==> src/rtl/fu_cdb_arbiter.sv <==
// Common data bus arbiter: per-ALU result FIFOs plus a one-entry branch slot,
// one registered broadcast per cycle with branch priority and ALU round-robin.
module fu_cdb_arbiter #(
  parameter int WIDTH = 32,
  parameter int ROB   = 3,
  parameter int N_ALU = 2,
  parameter int DEPTH = 2
) (
  input  logic                   clk,
  input  logic                   reset,
  input  logic                   flush,
  input  logic [N_ALU-1:0]       alu_valid,
  input  logic [N_ALU*WIDTH-1:0] alu_result,
  input  logic [N_ALU*ROB-1:0]   alu_rob,
  output logic [N_ALU-1:0]       alu_available,
  input  logic                   br_valid,
  input  logic [WIDTH-1:0]       br_result,
  input  logic [ROB-1:0]         br_rob,
  input  logic                   br_mispredict,
  input  logic [WIDTH-1:0]       br_target,
  output logic                   br_available,
  output logic                   cdb_valid,
  output logic [WIDTH-1:0]       cdb_data,
  output logic [ROB-1:0]         cdb_rob,
  output logic                   cdb_redirect,
  output logic [WIDTH-1:0]       cdb_redirect_pc
);

  localparam int PW = $clog2(DEPTH);
  localparam int CW = $clog2(DEPTH + 1);
  localparam int IW = (N_ALU > 1) ? $clog2(N_ALU) : 1;
  localparam logic [CW-1:0] DEPTH_C = CW'(DEPTH);
  localparam logic [IW:0]   N_ALU_C = (IW + 1)'(N_ALU);
  localparam logic [IW-1:0] LAST_C  = IW'(N_ALU - 1);

  logic [WIDTH-1:0] qdata_q [N_ALU][DEPTH];
  logic [WIDTH-1:0] qdata_d [N_ALU][DEPTH];
  logic [ROB-1:0]   qrob_q  [N_ALU][DEPTH];
  logic [ROB-1:0]   qrob_d  [N_ALU][DEPTH];
  logic [PW-1:0]    wptr_q  [N_ALU];
  logic [PW-1:0]    wptr_d  [N_ALU];
  logic [PW-1:0]    rptr_q  [N_ALU];
  logic [PW-1:0]    rptr_d  [N_ALU];
  logic [CW-1:0]    cnt_q   [N_ALU];
  logic [CW-1:0]    cnt_d   [N_ALU];

  logic [N_ALU-1:0] push_s;
  logic [N_ALU-1:0] pop_s;
  logic [IW-1:0]    rr_q, rr_d;
  logic [IW-1:0]    grant_idx_s;
  logic [IW-1:0]    cand_s;
  logic [IW:0]      cand_sum_s;
  logic             hit_s;
  logic             grant_alu_s;
  logic             grant_br_s;

  logic             br_full_q, br_full_d;
  logic [WIDTH-1:0] br_data_q, br_data_d;
  logic [ROB-1:0]   br_rob_q, br_rob_d;
  logic             br_misp_q, br_misp_d;
  logic [WIDTH-1:0] br_tgt_q, br_tgt_d;

  logic             cdb_valid_q, cdb_valid_d;
  logic [WIDTH-1:0] cdb_data_q, cdb_data_d;
  logic [ROB-1:0]   cdb_rob_q, cdb_rob_d;
  logic             cdb_redirect_q, cdb_redirect_d;
  logic [WIDTH-1:0] cdb_pc_q, cdb_pc_d;

  assign br_available    = ~br_full_q;
  assign cdb_valid       = cdb_valid_q;
  assign cdb_data        = cdb_data_q;
  assign cdb_rob         = cdb_rob_q;
  assign cdb_redirect    = cdb_redirect_q;
  assign cdb_redirect_pc = cdb_pc_q;

  // Availability comes from stored counts only, so a same-cycle pop never frees a slot early.
  always_comb begin
    for (int i = 0; i < N_ALU; i++) begin
      alu_available[i] = (cnt_q[i] < DEPTH_C);
      push_s[i]        = alu_valid[i] & alu_available[i] & ~flush;
    end
  end

  // Round-robin search from rr; the branch slot overrides any ALU grant.
  always_comb begin
    grant_alu_s = 1'b0;
    grant_idx_s = {IW{1'b0}};
    cand_sum_s  = {(IW + 1){1'b0}};
    cand_s      = {IW{1'b0}};
    hit_s       = 1'b0;
    for (int k = 0; k < N_ALU; k++) begin
      cand_sum_s  = {1'b0, rr_q} + (IW + 1)'(k);
      cand_s      = (cand_sum_s >= N_ALU_C) ? IW'(cand_sum_s - N_ALU_C) : IW'(cand_sum_s);
      hit_s       = ~grant_alu_s & (cnt_q[cand_s] != {CW{1'b0}});
      grant_idx_s = hit_s ? cand_s : grant_idx_s;
      grant_alu_s = grant_alu_s | hit_s;
    end
    grant_br_s  = br_full_q & ~flush;
    grant_alu_s = grant_alu_s & ~br_full_q & ~flush;
    for (int i = 0; i < N_ALU; i++) begin
      pop_s[i] = grant_alu_s & (grant_idx_s == IW'(i));
    end
  end

  // Queue pointer/count/storage next state; flush empties without touching stored data.
  always_comb begin
    qdata_d = qdata_q;
    qrob_d  = qrob_q;
    wptr_d  = wptr_q;
    rptr_d  = rptr_q;
    cnt_d   = cnt_q;
    for (int i = 0; i < N_ALU; i++) begin
      if (flush) begin
        wptr_d[i] = {PW{1'b0}};
        rptr_d[i] = {PW{1'b0}};
        cnt_d[i]  = {CW{1'b0}};
      end else begin
        if (push_s[i]) begin
          qdata_d[i][wptr_q[i]] = alu_result[i*WIDTH +: WIDTH];
          qrob_d[i][wptr_q[i]]  = alu_rob[i*ROB +: ROB];
          wptr_d[i]             = wptr_q[i] + 1'b1;
        end else begin
          wptr_d[i] = wptr_q[i];
        end
        rptr_d[i] = pop_s[i] ? (rptr_q[i] + 1'b1) : rptr_q[i];
        cnt_d[i]  = cnt_q[i] + CW'(push_s[i]) - CW'(pop_s[i]);
      end
    end
  end

  // Branch slot: a push only lands when empty, a pop only happens when full.
  always_comb begin
    br_data_d = br_data_q;
    br_rob_d  = br_rob_q;
    br_misp_d = br_misp_q;
    br_tgt_d  = br_tgt_q;
    if (flush) begin
      br_full_d = 1'b0;
    end else if (br_valid & ~br_full_q) begin
      br_full_d = 1'b1;
      br_data_d = br_result;
      br_rob_d  = br_rob;
      br_misp_d = br_mispredict;
      br_tgt_d  = br_target;
    end else if (grant_br_s) begin
      br_full_d = 1'b0;
    end else begin
      br_full_d = br_full_q;
    end
  end

  // Broadcast register; data/tag/pc hold when idle, valid and redirect pulse per grant.
  always_comb begin
    cdb_valid_d    = 1'b0;
    cdb_redirect_d = 1'b0;
    cdb_data_d     = cdb_data_q;
    cdb_rob_d      = cdb_rob_q;
    cdb_pc_d       = cdb_pc_q;
    if (grant_br_s) begin
      cdb_valid_d    = 1'b1;
      cdb_data_d     = br_data_q;
      cdb_rob_d      = br_rob_q;
      cdb_redirect_d = br_misp_q;
      cdb_pc_d       = br_misp_q ? br_tgt_q : cdb_pc_q;
    end else if (grant_alu_s) begin
      cdb_valid_d = 1'b1;
      cdb_data_d  = qdata_q[grant_idx_s][rptr_q[grant_idx_s]];
      cdb_rob_d   = qrob_q[grant_idx_s][rptr_q[grant_idx_s]];
    end else begin
      cdb_valid_d = 1'b0;
    end
  end

  // Round-robin pointer advances past the channel that just won.
  always_comb begin
    if (grant_alu_s) begin
      rr_d = (grant_idx_s == LAST_C) ? {IW{1'b0}} : (grant_idx_s + 1'b1);
    end else begin
      rr_d = rr_q;
    end
  end

  // Payload storage carries no reset; validity lives in the counters.
  always_ff @(posedge clk) begin
    qdata_q <= qdata_d;
    qrob_q  <= qrob_d;
  end

  // Control and broadcast state with asynchronous reset.
  always_ff @(posedge clk or posedge reset) begin
    if (reset) begin
      for (int i = 0; i < N_ALU; i++) begin
        wptr_q[i] <= {PW{1'b0}};
        rptr_q[i] <= {PW{1'b0}};
        cnt_q[i]  <= {CW{1'b0}};
      end
      rr_q           <= {IW{1'b0}};
      br_full_q      <= 1'b0;
      br_data_q      <= {WIDTH{1'b0}};
      br_rob_q       <= {ROB{1'b0}};
      br_misp_q      <= 1'b0;
      br_tgt_q       <= {WIDTH{1'b0}};
      cdb_valid_q    <= 1'b0;
      cdb_data_q     <= {WIDTH{1'b0}};
      cdb_rob_q      <= {ROB{1'b0}};
      cdb_redirect_q <= 1'b0;
      cdb_pc_q       <= {WIDTH{1'b0}};
    end else begin
      wptr_q         <= wptr_d;
      rptr_q         <= rptr_d;
      cnt_q          <= cnt_d;
      rr_q           <= rr_d;
      br_full_q      <= br_full_d;
      br_data_q      <= br_data_d;
      br_rob_q       <= br_rob_d;
      br_misp_q      <= br_misp_d;
      br_tgt_q       <= br_tgt_d;
      cdb_valid_q    <= cdb_valid_d;
      cdb_data_q     <= cdb_data_d;
      cdb_rob_q      <= cdb_rob_d;
      cdb_redirect_q <= cdb_redirect_d;
      cdb_pc_q       <= cdb_pc_d;
    end
  end

endmodule

==> config.mk <==
export PLATFORM = sky130hd
export DESIGN_NAME = fu_cdb_arbiter
export DESIGN_NICKNAME = d
export VERILOG_FILES = /design/src/rtl/fu_cdb_arbiter.sv
export SDC_FILE = /design/constraint.sdc
export NUM_CORES = 1
export LEC_CHECK = 0
export CORE_MARGIN = 2
export CORE_UTILIZATION = 45
export CTS_BUF_LIST = sky130_fd_sc_hd__clkbuf_8
export DETAILED_ROUTE_END_ITERATION = 8
export GPL_ROUTABILITY_DRIVEN = 0
export GPL_TIMING_DRIVEN = 1
export HOLD_SLACK_MARGIN = 0.02
export PLACE_DENSITY = 0.71
export SKIP_LAST_GASP = 1
export SLEW_MARGIN = 15
export SYNTH_ARGS = -nofsm -noshare
export SYNTH_HDL_FRONTEND = slang
export SYNTH_SLANG_ARGS = --single-unit
==> constraint.sdc <==
create_clock -name clk -period 5.7 [get_ports clk]
set_clock_uncertainty 0.2 [all_clocks]
set_input_delay 1.14 -clock clk [delete_from_list [all_inputs] [get_ports clk]]
set_output_delay 1.14 -clock clk [all_outputs]
set_load 0.05 [all_outputs]
Yosys cells after proc, flatten, opt, wreduce, memory -nomap -nowiden. Index checks and enable logic that the tools add are counted.

Add/sub/neg operators: 12. Magnitude comparators: 12. Muxes and demuxes: 58. Bitwise logic cells: 22. Reduce and logical (&&, ||, !) cells: 14.

Operators with widths (number): 32-bit two-way mux (7); 64-bit two-way mux (3); 64-bit bitwise mux (2); 32-bit demux with 1-bit select (2); 1-bit two-way mux (22); 3-bit two-way mux (7); 6-bit two-way mux (3); 2-bit two-way mux (8); 2-bit >= comparator, second input constant (7); 2-bit nonzero test (7); 6-bit bitwise mux (2); 1-bit NOT with 2-bit output (6); 1-bit AND (11); 2-bit AND reduction (4); 3-bit demux with 1-bit select (2); 1-bit adder, second input constant (5); 2-bit by 1-bit adder with 2-bit output (2); 2-bit by 1-bit < comparator with 1-bit output, second input constant (2); 2-bit < comparator, second input constant (2); 1-bit NOT (4); 2-bit by 1-bit subtractor with 2-bit output (2); 3-bit nonzero test (1); 1-bit by 1-bit adder with 2-bit output, second input constant (1); 1-bit by 2-bit >= comparator with 1-bit output, second input constant (1); other kinds (3) (5).

Input bits: 144. Logic and storage cells: 143. Output and inout bits: 72. Flip-flop bits (word level): 287.

Longest topological paths before layout.
Word-level depth: 20. Gate-level depth with buffers: 11. Depth with buffers taken out: 9.

Worst setup path before layout. No wires, ideal clock.

Kind: input to register. From: in flush. To: reg qdata_q[0] (netlist bit), enable pin. Path slack: 2.079 ns. Stages: 3. Path buffers: 1. Required time: 5.073 ns. Setup time: 0.427 ns. Arrival time: 2.994 ns. Cell sequence: clkbuf_1 -> nand2b_1 -> nor2_1.

Longest elaborated chain between the ends: 3.

RTL lines: start, declared (line 11) `input logic flush,`; 1-bit NOT (no source line) *; 1-bit AND (line 80) `push_s[i] = alu_valid[i] & alu_available[i] & ~flush;`; 2-bit AND reduction (no source line) *; end signal, assigned (line 185) `qdata_q <= qdata_d;`; end, declared (line 36) `logic [WIDTH-1:0] qdata_q [N_ALU][DEPTH];`.

Every way passes the cells marked *; elsewhere a longest branch is shown, timed or not. A chain may end at the register's enable or synchronous reset.

Worst setup path in the final report.
From: in flush. To: reg cdb_data_q[9] (netlist: cdb_data[9]).

Longest elaborated chain between the ends: 3. Elaborated cells between the ends (all ways): 5. Those cells by class: 1 x mux; 3 x bitwise; 1 x reduce/logical.

RTL lines: 1-bit NOT (no source line) *; 1-bit AND (on tied branches) (line 98, 99); 32-bit two-way mux / 2-bit nonzero test (equally long branches); end signal, assigned (line 204) `cdb_data_q <= {WIDTH{1'b0}};`; end signal, assigned (line 219) `cdb_data_q <= cdb_data_d;`; end, declared (line 64) `logic [WIDTH-1:0] cdb_data_q, cdb_data_d;`.

Marks and branches as above.

==> results.ini <==
[timing]
fmax_mhz=298
setup_viol=0
tightest_slew_ns=1.05
rsz0062_at_grt=no
period_share_pct=58.9
fin_setup_tns_ns=0
slew_viol_final=0
period_minus_slack_ns=3.36
relSlewSlack_pct=30.0
setup_ws_ns=2.34
hold_viol_final=0

[floorplan]
io-pin-count=216
rows=57
die_y_um=162
die_w_um=162
start_util_pct=46.1
coreArea_um2=24400
die_area_um2=26300

[place]
dp.cells=1168
portBuffers=215
placed_cell_area_um2=13800
pre_cts_slack_ns=1.76
dpl.hpwl_um=16000

[routing]
drt-wirelength-per-cell_um=19.7
drt-vias-per-instance=5.09
ant_nets=0
dr.pass1.iters=4
routed-via-count=6390
drc=0
drt_iter0_drc=440
wl_um=24800

[logic_synthesis]
synth-seq-cells=287
synthCells=651
syn_area_um2=11200
ys.flop_type=dfrtp_1
synth_fp_nets=799
ys_seq_area_share_pct=70.1
yosys_warnings=0
yosysUniqueCellTypes=29
synth_edf_count=140
avgSynthCellArea_um2=17.3
synthArstFlopShare_pct=51.2

[finish]
layout.cells.non_filler=1256
area_growth_pct=30.9
drive_above_1_share_pct=10.8
final_nets=1041
layout_commonest_cell=clkdlybuf4s50_1
final_cell_area_um2=14700
layout_common_cells=clkdlybuf4s50_1, dfrtp_1, edfxtp_1

[worst_hold_path]
min_path_type=flop to flop
whs_path_depth=1

[clocking]
clock_sinks=287
tritoncts=built
root_buffer=clkbuf_8
cts-htree-levels=2
clk_pin_slew_ns=0.06
cts_made_buffers=47
cts_setup_buffers=0
ctsHoldBuffers=0
cts_resized=0
insertion_delay_ns=0.55
clk_path_buf_depth=3

[grt]
antenna_found_initial=1
grt_pass1_vias=6781
grt_pass1_wl_um=38200
overflow=0
grt_max_degree=89
grt_usage_pct=19.1

[run_status]
status=finished, final reports clean

[power]
p_leak_uw=0.00586
ir_worst_vdd_uv=419
power_density_nw_per_um2=487

[run]
maxCapViolCount=0

[setup_path]
cp-start-kind=input pin
crit_fanout=37
worst-endpoint-required_ns=5.98
arrival_ns=3.63
crit_type=input pin to flop
reg2reg_depth=10
endpoint_kind=flop

-- flip-flops by register name (all words and copies together), names as in the netlist --
register,flops
br_data_q,32
br_full_q,1
br_misp_q,1
br_rob_q,3
br_tgt_q,32
cdb_data,32
cdb_redirect,1
cdb_redirect_pc,32
cdb_rob,3
cdb_valid,1
cnt_q,4
qdata_q,128
qrob_q,12
rptr_q,2
rr_q,1
wptr_q,2
-- critical path, stage by stage --
cell and delay, ns:
clkdlybuf4s50_1 0.79, nor2_2 0.07, a21boi_4 0.15, buf_4 0.29
nor2_4 0.85, a221o_1 0.30
-- logic make-up after synthesis --
logic type	Yosys count	synth area share (%)
AO/OA/AOI/OAI	40	3.54
XOR/XNOR	7	0.545
adder cells (fa/ha/maj)	4	0.445
buffers and inverters	43	2.33
flip-flops	287	70.1
multiplexers	205	19.7
AND/OR/NAND/NOR	65	3.36
-- cells in the mapped netlist (7+ instances only) --
master,count,area share [%]
mux2_4,9,1.2
inv_1,8,0.27
dfrtp_1,147,33
and2_1,36,2.0
edfxtp_1,140,37
a221o_1,35,3.1
mux2i_1,105,9.3
buf_2,17,0.76
xnor2_1,7,0.55
clkbuf_1,7,0.23
nor2_1,15,0.50
mux2_1,91,9.1
-- path summary, 6_finish.rpt --
path	endpoint	startpoint	slack [ns]
max	cdb_data[9]$_DFFE_PP0P_	flush	2.34
min	cdb_redirect_pc[9]$_DFFE_PP0P_	br_tgt_q[9]$_DFFE_PP0P_	0.27
max reg2reg	cnt_q[1]$_DFF_PP0_	cnt_q[0]$_DFF_PP0_	2.99
min reg2reg	cdb_redirect_pc[9]$_DFFE_PP0P_	br_tgt_q[9]$_DFFE_PP0P_	0.27
max in group asynchronous	cdb_data[15]$_DFFE_PP0P_	reset	3.42
min in group asynchronous	br_tgt_q[29]$_DFFE_PP0P_	reset	0.95
-- final cells by class --
class                   instances  area, µm²
diodes                          1       2.50
well taps                     324        405
multi-input cells             321       3140
repair buffers                226       2300
fillers                      1910       9680
clock buffers                  61        840
flip-flops and latches        287       7890
inverters                      10       42.5
clock inverters                26        100
-- per-stage QoR --
step	util (%)	hold slack (ns)	power [µW]
after floorplan	-	0.249	4630
after global placement	56.1	0.255	5450
after detailed placement	56.5	0.264	5500
after CTS	60.3	0.271	7250
after global routing	60.3	0.289	7500
final	60.3	0.272	7170
-- per-layer routing --
| metal | share of wire [%] | vias up | track usage (%) |
|---|---|---|---|
| li1 | - | 2919 | - |
| met1 | 43 | 3195 | 25.7 |
| met2 | 48 | 232 | 30.4 |
| met3 | 6.9 | 44 | 4.85 |
| met4 | 2.4 | 0 | 6.44 |
| met5 | 0 | - | 0 |
-- report_power, final --
part	internal, µW	leakage [µW]	switching [µW]	total (µW)
Clock	954	0.000574	777	1730
Combinational	1020	0.00222	1450	2480
Sequential	2620	0.00306	345	2960
Power figures use the tool's default switching activity.
